File: src/rtl/vx_ifetch_credit_arb.sv
// Credit-gated round-robin instruction-fetch arbiter with one registered grant slot.
// Optional macro IBUF_POP_BYPASS_EN lets a same-cycle ibuf_pop make a credit-starved warp eligible.
`ifndef NUM_WARPS
`define NUM_WARPS 4
`endif

module vx_ifetch_credit_arb #(
    parameter int unsigned NUM_WARPS = `NUM_WARPS,
    parameter int unsigned IBUF_SIZE = 2,
    localparam int unsigned WW = (NUM_WARPS > 1) ? $clog2(NUM_WARPS) : 1
) (
    input  logic                 clk,
    input  logic                 reset,
    input  logic [NUM_WARPS-1:0] warp_valid,
    input  logic [NUM_WARPS-1:0] ibuf_pop,
    output logic                 fetch_valid,
    output logic [WW-1:0]        fetch_wid,
    input  logic                 fetch_ready,
    output logic [NUM_WARPS-1:0] ibuf_full,
    output logic                 credit_err
);

    localparam int unsigned CW = $clog2(IBUF_SIZE + 1);
    localparam logic [CW-1:0] CREDIT_MAX = CW'(IBUF_SIZE);

    logic [NUM_WARPS-1:0][CW-1:0] credit_q, credit_d;
    logic [WW-1:0]                rr_ptr_q, rr_ptr_d;
    logic [WW-1:0]                fetch_wid_q, fetch_wid_d;
    logic                         fetch_valid_q, fetch_valid_d;
    logic                         credit_err_q, credit_err_d;

    logic [NUM_WARPS-1:0]         eligible;
    logic [NUM_WARPS-1:0]         dec;
    logic [WW-1:0]                grant;
    logic                         any_eligible;
    logic                         load;

    always_comb begin
        eligible = '0;
        for (int unsigned w = 0; w < NUM_WARPS; w++) begin
`ifdef IBUF_POP_BYPASS_EN
            eligible[w] = warp_valid[w] && ((credit_q[w] != '0) || ibuf_pop[w]);
`else
            eligible[w] = warp_valid[w] && (credit_q[w] != '0);
`endif
        end
    end

    // rr_ptr is always < NUM_WARPS, so a single conditional subtract wraps the scan index.
    always_comb begin
        int unsigned idx;
        idx          = 0;
        grant        = '0;
        any_eligible = 1'b0;
        for (int unsigned i = 0; i < NUM_WARPS; i++) begin
            idx = 32'(rr_ptr_q) + i;
            if (idx >= NUM_WARPS) begin
                idx = idx - NUM_WARPS;
            end
            if (!any_eligible && eligible[idx[WW-1:0]]) begin
                any_eligible = 1'b1;
                grant        = idx[WW-1:0];
            end
        end
    end

    assign load = !fetch_valid_q || fetch_ready;

    always_comb begin
        dec = '0;
        for (int unsigned w = 0; w < NUM_WARPS; w++) begin
            dec[w] = load && any_eligible && (grant == WW'(w));
        end
    end

    always_comb begin
        fetch_valid_d = fetch_valid_q;
        fetch_wid_d   = fetch_wid_q;
        rr_ptr_d      = rr_ptr_q;
        credit_d      = credit_q;
        credit_err_d  = credit_err_q;

        if (load) begin
            fetch_valid_d = any_eligible;
            fetch_wid_d   = grant;
            if (any_eligible) begin
                rr_ptr_d = (grant == WW'(NUM_WARPS - 1)) ? '0 : grant + 1'b1;
            end
        end

        // A pop paired with a same-cycle grant nets to zero and can never overflow.
        for (int unsigned w = 0; w < NUM_WARPS; w++) begin
            case ({dec[w], ibuf_pop[w]})
                2'b10: credit_d[w] = credit_q[w] - 1'b1;
                2'b01: begin
                    if (credit_q[w] == CREDIT_MAX) begin
                        credit_err_d = 1'b1;
                    end else begin
                        credit_d[w] = credit_q[w] + 1'b1;
                    end
                end
                default: ;
            endcase
        end
    end

    always_ff @(posedge clk or posedge reset) begin
        if (reset) begin
            credit_q      <= {NUM_WARPS{CREDIT_MAX}};
            rr_ptr_q      <= '0;
            fetch_valid_q <= 1'b0;
            fetch_wid_q   <= '0;
            credit_err_q  <= 1'b0;
        end else begin
            credit_q      <= credit_d;
            rr_ptr_q      <= rr_ptr_d;
            fetch_valid_q <= fetch_valid_d;
            fetch_wid_q   <= fetch_wid_d;
            credit_err_q  <= credit_err_d;
        end
    end

    always_comb begin
        ibuf_full = '0;
        for (int unsigned w = 0; w < NUM_WARPS; w++) begin
            ibuf_full[w] = (credit_q[w] == '0);
        end
    end

    assign fetch_valid = fetch_valid_q;
    assign fetch_wid   = fetch_wid_q;
    assign credit_err  = credit_err_q;

endmodule

File: config.mk
export PLATFORM = sky130hd
export DESIGN_NAME = vx_ifetch_credit_arb
export DESIGN_NICKNAME = d
export VERILOG_FILES = /design/src/rtl/vx_ifetch_credit_arb.sv
export SDC_FILE = /design/constraint.sdc
export NUM_CORES = 1
export LEC_CHECK = 0
export CAP_MARGIN = 15
export CORE_MARGIN = 2
export CORE_UTILIZATION = 44
export CTS_CLUSTER_DIAMETER = 120
export DETAILED_ROUTE_END_ITERATION = 6
export HOLD_SLACK_MARGIN = 0.15
export PLACE_DENSITY = 0.83
export SYNTH_ARGS = -nofsm -noshare
export SYNTH_HDL_FRONTEND = slang
export SYNTH_SLANG_ARGS = --single-unit
File: constraint.sdc
create_clock -name clk -period 2 [get_ports clk]
set_clock_uncertainty 0.1 [all_clocks]
set_input_delay 0.4 -clock clk [delete_from_list [all_inputs] [get_ports clk]]
set_output_delay 0.4 -clock clk [all_outputs]
set_load 0.1 [all_outputs]
; Word-level counts from Yosys, hierarchy flattened
; Index checks and enable logic that the tools add are counted.
[word_totals]
ff_bits = 14
latch_bits = 0
mem_bits_rw = 0
romBits = 0
inputBits = 11
mem_count = 0
[op_classes]
addsub = 16
n_mul = 0
div = 0
order_cmp = 8
n_eq_ne = 19
shifts = 0
mux = 37
n_bitwise = 0
reduce_logical = 35
[op_table]
columns = op, n
row1 = 2-to-1 mux 2 bit, 13
row2 = equality test 2 bit (second input constant), 10
row3 = 2-to-1 mux 1 bit, 16
row4 = case mux 2 bit (2 select lines), 4
row5 = nonzero test 2 bit, 8
row6 = subtractor 2 x 1 -> 2 bit (second input constant), 8
row7 = logical AND 1 bit, 12
row8 = < comparator 2 x 3 -> 1 bit (second input constant), 4
row9 = adder 2 x 1 -> 2 bit (second input constant), 5
row10 = equality test 2 x 1 -> 1 bit (second input constant), 5
row11 = logical NOT 2 bit, 5
row12 = AND reduction 2 bit, 5
row13 = greater-or-equal comparator 3 bit (second input constant), 3
row14 = binary-select mux 1 bit (select 2 bit), 4
row15 = != test 2 bit (second input constant), 4
row16 = adder 2 x 2 -> 3 bit (second input constant), 2
row17 = logical NOT 1 bit, 4
row18 = adder 2 x 1 -> 3 bit (second input constant), 1
row19 = greater-or-equal comparator 2 x 3 -> 1 bit (second input constant), 1
row20 = logical OR 1 bit, 1

; Depth between registers and ports, before layout
[depth]
ltp_word = 24
ltp_mapped = 9

; Worst setup path before layout
; Ideal clock, no wire load.
[synth_timing]
path_type = flip-flop to flip-flop
startpoint = register credit_q[2] (netlist name)
endpoint = register credit_q[2] (netlist name)
setup_time_ps = 87
arrival_ps = 2036
setup_slack_ps = -222
stages_incl_launch_ff = 4
n_path_buf = 0
synth_period_minus_slack_ps = 2222
path_cell_list = dfrtp_1 nor2_1 a31oi_1 o211ai_1
[synth_between]
elab_chain_cells = 19
[synth_rtl]
columns = element, line_no
row1 = start: declaration, 26  ; logic [NUM_WARPS-1:0][CW-1:0] credit_q, credit_d;
row2 = start signal: assignment, 109  ; credit_q <= {NUM_WARPS{CREDIT_MAX}};
row3 = start signal: assignment, 115  ; credit_q <= credit_d;
row4 = nonzero test 2 bit, 44  ; eligible[w] = warp_valid[w] && (credit_q[w] != '0);
row5 = logical AND 1 bit, 44
row6 = binary-select mux 1 bit (select 2 bit), 60  ; if (!any_eligible && eligible[idx[WW-1:0]]) begin
row7 = 2-to-1 mux 1 bit (not written as such), 60
row8 = 2-to-1 mux 1 bit, 60
row9 = logical NOT 1 bit, 60
row10 = logical AND 1 bit, 60
row11 = 2-to-1 mux 1 bit, 60
row12 = (+3 left out), -
row13 = logical NOT 1 bit, 60
row14 = logical AND 1 bit, 60
row15 = 2-to-1 mux 2 bit or 2-to-1 mux 1 bit (tied branches), 60
row16 = equality test 2 x 1 -> 1 bit or logical AND 1 bit (tied branches), 72  ; dec[w] = load && any_eligible && (grant == WW'(w));
row17 = logical AND 1 bit, 72
row18 = equality test 2 x 1 -> 1 bit or equality test 2 bit (tied branches), 93  ; case ({dec[w], ibuf_pop[w]})
row19 = != test 2 bit (no line) or nonzero test 2 bit (tied branches), -
row20 = AND reduction 2 bit (no line), -
; Several ways; a longest one is shown, not always the timed one. The select of a mux whose other input is x is not followed.
; A chain may end at the register's enable or synchronous reset.

; Worst setup path in the final report
[layout_timing]
startpoint = register credit_q[0] (netlist name)
endpoint = register credit_q[1] (netlist name)
[layout_between]
elab_chain_cells = 19
[layout_rtl]
columns = element, line_no
row1 = nonzero test 2 bit *, 44
row2 = logical AND 1 bit *, 44
row3 = binary-select mux 1 bit (select 2 bit), 60
row4 = 2-to-1 mux 1 bit (not written as such), 60
row5 = 2-to-1 mux 1 bit, 60
row6 = logical NOT 1 bit, 60
row7 = logical AND 1 bit, 60
row8 = 2-to-1 mux 1 bit, 60
row9 = (+4 left out), -
row10 = logical AND 1 bit, 60
row11 = 2-to-1 mux 2 bit *, 60
row12 = named net grant[1], 34  ; logic [WW-1:0] grant;
row13 = logical NOT 2 bit *, 72
row14 = logical AND 1 bit *, 72
row15 = equality test 2 x 1 -> 1 bit or equality test 2 bit (tied branches), 93
row16 = != test 2 bit (no line) or nonzero test 2 bit (tied branches), -
row17 = AND reduction 2 bit (no line), -
; The timed path passes the listed nets; every way through them passes the cells marked *. The select of a mux whose other input is x is not followed.

==> summary.txt <==
Outcome: finished, violations left
Violations in the final reports: setup timing
Startpoint of the worst register-to-register path: credit_q[0]$_DFFE_PP0P_
Total die area: 2440 um^2
Number of antenna repair diodes: 0
CTS H-tree lvls: 1
Tightest Hold Check Type: in2async
Final global-route overflow total: 0
Number of vias in the routed layout: 1034
Clock period minus worst slack: 2.11 ns
Arrival @ worst endpoint: 2.23 ns
Total wire length: 3180 um
Area grow syn2layout: 81.1%
Global routing usage summed across all routing layers: 0.236
Via count of the first global-routing pass: 983
Highest-delay cell along the critical path: sky130_fd_sc_hd__dfrtp_1
TritonCTS clock tree: built
Count of final max-slew check failures: 0
Longest individual stage delay on the worst path: 0.42 ns
Fraction of layout instances using a drive strength above 1: 0.530
CTS sink count: 14
Max Freq: 0.473 GHz
Initial cell density of the core: 0.462
Ports: 19
Global placer's final weighted congestion: 0.809
R2r endpoint: credit_q[1]$_DFFE_PP1P_
Placed wire-length estimate after detailed placement: 1770 um
Hold WS: 0.353 ns
Tightest Pin Transition: 0.582 ns
Initial antenna violation count: 0
Via density per instance: 5.81
FF-to-FF setup slack: -0.11 ns
Layout Nets: 167
Cells on worst reg2reg path: 9
Detailed Route Iter0 Violations: 42
Synthesis-stage register bit count: 14
WL/cell: 17.9 um
Number of unique standard cell types used by synthesis: 26
Synthesized netlist net count: 115
Maximum number of pins on one net before global-route repair: 15
Most common library cell in the layout ignoring fill and taps: sky130_fd_sc_hd__buf_4
Nature of the critical path endpoint: flip-flop
Register area share after synthesis: 0.392
Clock Latency Late Sink: 0.30 ns
Post-Syn Instances: 100
DRC viols: 0
CTS buffer count: 3
Post-synthesis area per instance: 9.07 um^2
Worst slack, placed: -0.482 ns
Most frequent cells in the layout: sky130_fd_sc_hd__buf_4 (26), sky130_fd_sc_hd__dfrtp_1 (9), sky130_fd_sc_hd__nand3_1 (7), sky130_fd_sc_hd__clkdlybuf4s50_1 (7), sky130_fd_sc_hd__buf_12 (7)
Final Hold Fails: 0
Area inside the core boundary: 1960 um^2
Core Rows: 16
Pre-antenna DRT Iters: 4
Reported max-cap violation count: 0
Horizontal die dimension: 49.4 um
Top FF cell, synth: sky130_fd_sc_hd__dfrtp_1
Number of buffers inserted by port buffering: 18
Largest fanout on the critical path: 3
Critical path required time: 2.11 ns
Layout fillers: 103
Die boundary height: 49.4 um
Post-Synthesis Cell Area: 907 um^2
Series of cell instances along the critical path: o21ai_4, o21ai_2, a21oi_2, a2bb2oi_4, inv_2, ha_4, nand2_4, mux2i_2, xnor2_1
Number of buffers on the longest clock path: 2
Critical path type: reg2reg
Finish-stage setup viols: 8
Share of async-settable or async-resettable flops after synthesis: 1.00
First-pass GRT wire length: 4340 um
RSZ-0062 raised after global routing: true
Clock transition time at the flip-flop clock pins of the worst setup and hold paths: 0.10 ns
Startpoint kind of the worst setup timing path: flip-flop
Hold bufs inserted after CTS: 0
Setup slack of the critical path after layout: -0.115 ns
Count of flip-flops with a built-in enable after synthesis: 0
Period utilization: 1.06
Antenna Violating Nets Remaining: 0
Number of warnings issued by yosys: 0
Root buffer cell: sky130_fd_sc_hd__clkbuf_4
Rel. slew slack: 0.612
-- critical path: cells and delay by family (launching register included) --
| family | cells | cell delay [ns] |
|---|---|---|
| xor+xnor | 1 | 0.17 |
| simple gates | 1 | 0.08 |
| compound gates | 4 | 0.74 |
| flops | 1 | 0.42 |
| buf+inv | 1 | 0.10 |
| mux | 1 | 0.22 |
| fa+ha+maj | 1 | 0.19 |
-- layout make-up --
type                       count  area, um^2  share of cell area
multi-input combinational     78         702               0.427
inverter                       7        26.3              0.0160
clock buffer                   4        36.3              0.0221
sequential                    14         357               0.217
timing repair buffer          48         488               0.297
tap                           27        33.8              0.0206
-- stage by stage --
stage / instances / setup TNS [ns] / utilization / instance area, um^2
2_1_floorplan: 100 / 0 / - / 933
3_3_place_gp: 162 / -3.13 / 0.682 / 1340
3_5_place_dp: 162 / -3.91 / 0.682 / 1340
4_1_cts: 173 / -0.0400 / 0.770 / 1510
5_1_grt: 178 / -1.21 / 0.837 / 1640
6_report: 178 / -0.546 / 0.837 / 1640
-- worst max-delay path by stage --
stage | from | to
floorplan | credit_q[7]$_DFFE_PP1P_ | credit_q[5]$_DFFE_PP1P_
global placement | warp_valid[1] | credit_q[5]$_DFFE_PP1P_
detailed placement | warp_valid[1] | credit_q[5]$_DFFE_PP1P_
CTS | credit_q[4]$_DFFE_PP0P_ | credit_q[5]$_DFFE_PP1P_
global route | credit_q[0]$_DFFE_PP0P_ | credit_q[3]$_DFFE_PP1P_
finish | credit_q[0]$_DFFE_PP0P_ | credit_q[1]$_DFFE_PP1P_
-- layer usage --
metal | GRT usage | vias to the layer above | wire, um
met1 | 0.255 | 507 | 1330
li1 | - | 464 | -
met4 | 0.0926 | 0 | 83
met5 | 0 | - | 0
met3 | 0.0491 | 13 | 167
met2 | 0.441 | 50 | 1600
-- sequential cells by signal, indices dropped and copies added (netlist names) --
| signal | count |
|---|---|
| fetch_wid | 2 |
| credit_q | 8 |
| fetch_valid | 1 |
| rr_ptr_q | 2 |
| credit_err | 1 |
-- logic make-up after synthesis --
family                   Yosys count  share of synthesized area
AND/OR/NAND/NOR                   36                      0.197
AO/OA/AOI/OAI                     30                      0.230
flip-flops                        14                      0.392
buffers and inverters              8                     0.0414
XOR/XNOR                           4                     0.0386
multiplexers                       4                     0.0455
adder cells (fa/ha/maj)            4                     0.0552
-- timing repair --
item                       CTS  global route
pin swaps                    9            18
buffers inserted             7             5
gates cloned                 0             0
resized for setup           27            18
hold endpoints to repair     0             0
setup endpoints to repair    9             9
-- synth_stat cells, types with 4 or more instances --
cell	number	share of area
sky130_fd_sc_hd__dfrtp_1	10	0.28
sky130_fd_sc_hd__nand2_1	9	0.037
sky130_fd_sc_hd__nor2_1	9	0.037
sky130_fd_sc_hd__inv_1	7	0.029
sky130_fd_sc_hd__nand3_1	7	0.039
sky130_fd_sc_hd__o21ai_0	7	0.039
sky130_fd_sc_hd__a21oi_1	5	0.028
sky130_fd_sc_hd__o211ai_1	5	0.041
sky130_fd_sc_hd__o21a_1	5	0.041
sky130_fd_sc_hd__dfstp_2	4	0.12
sky130_fd_sc_hd__ha_1	4	0.055
sky130_fd_sc_hd__nand3b_1	4	0.033
sky130_fd_sc_hd__xnor2_1	4	0.039
Power is left out: the tool's default activity adds up to more than one toggle a clock period on the data nets, which glitch-free logic cannot reach.
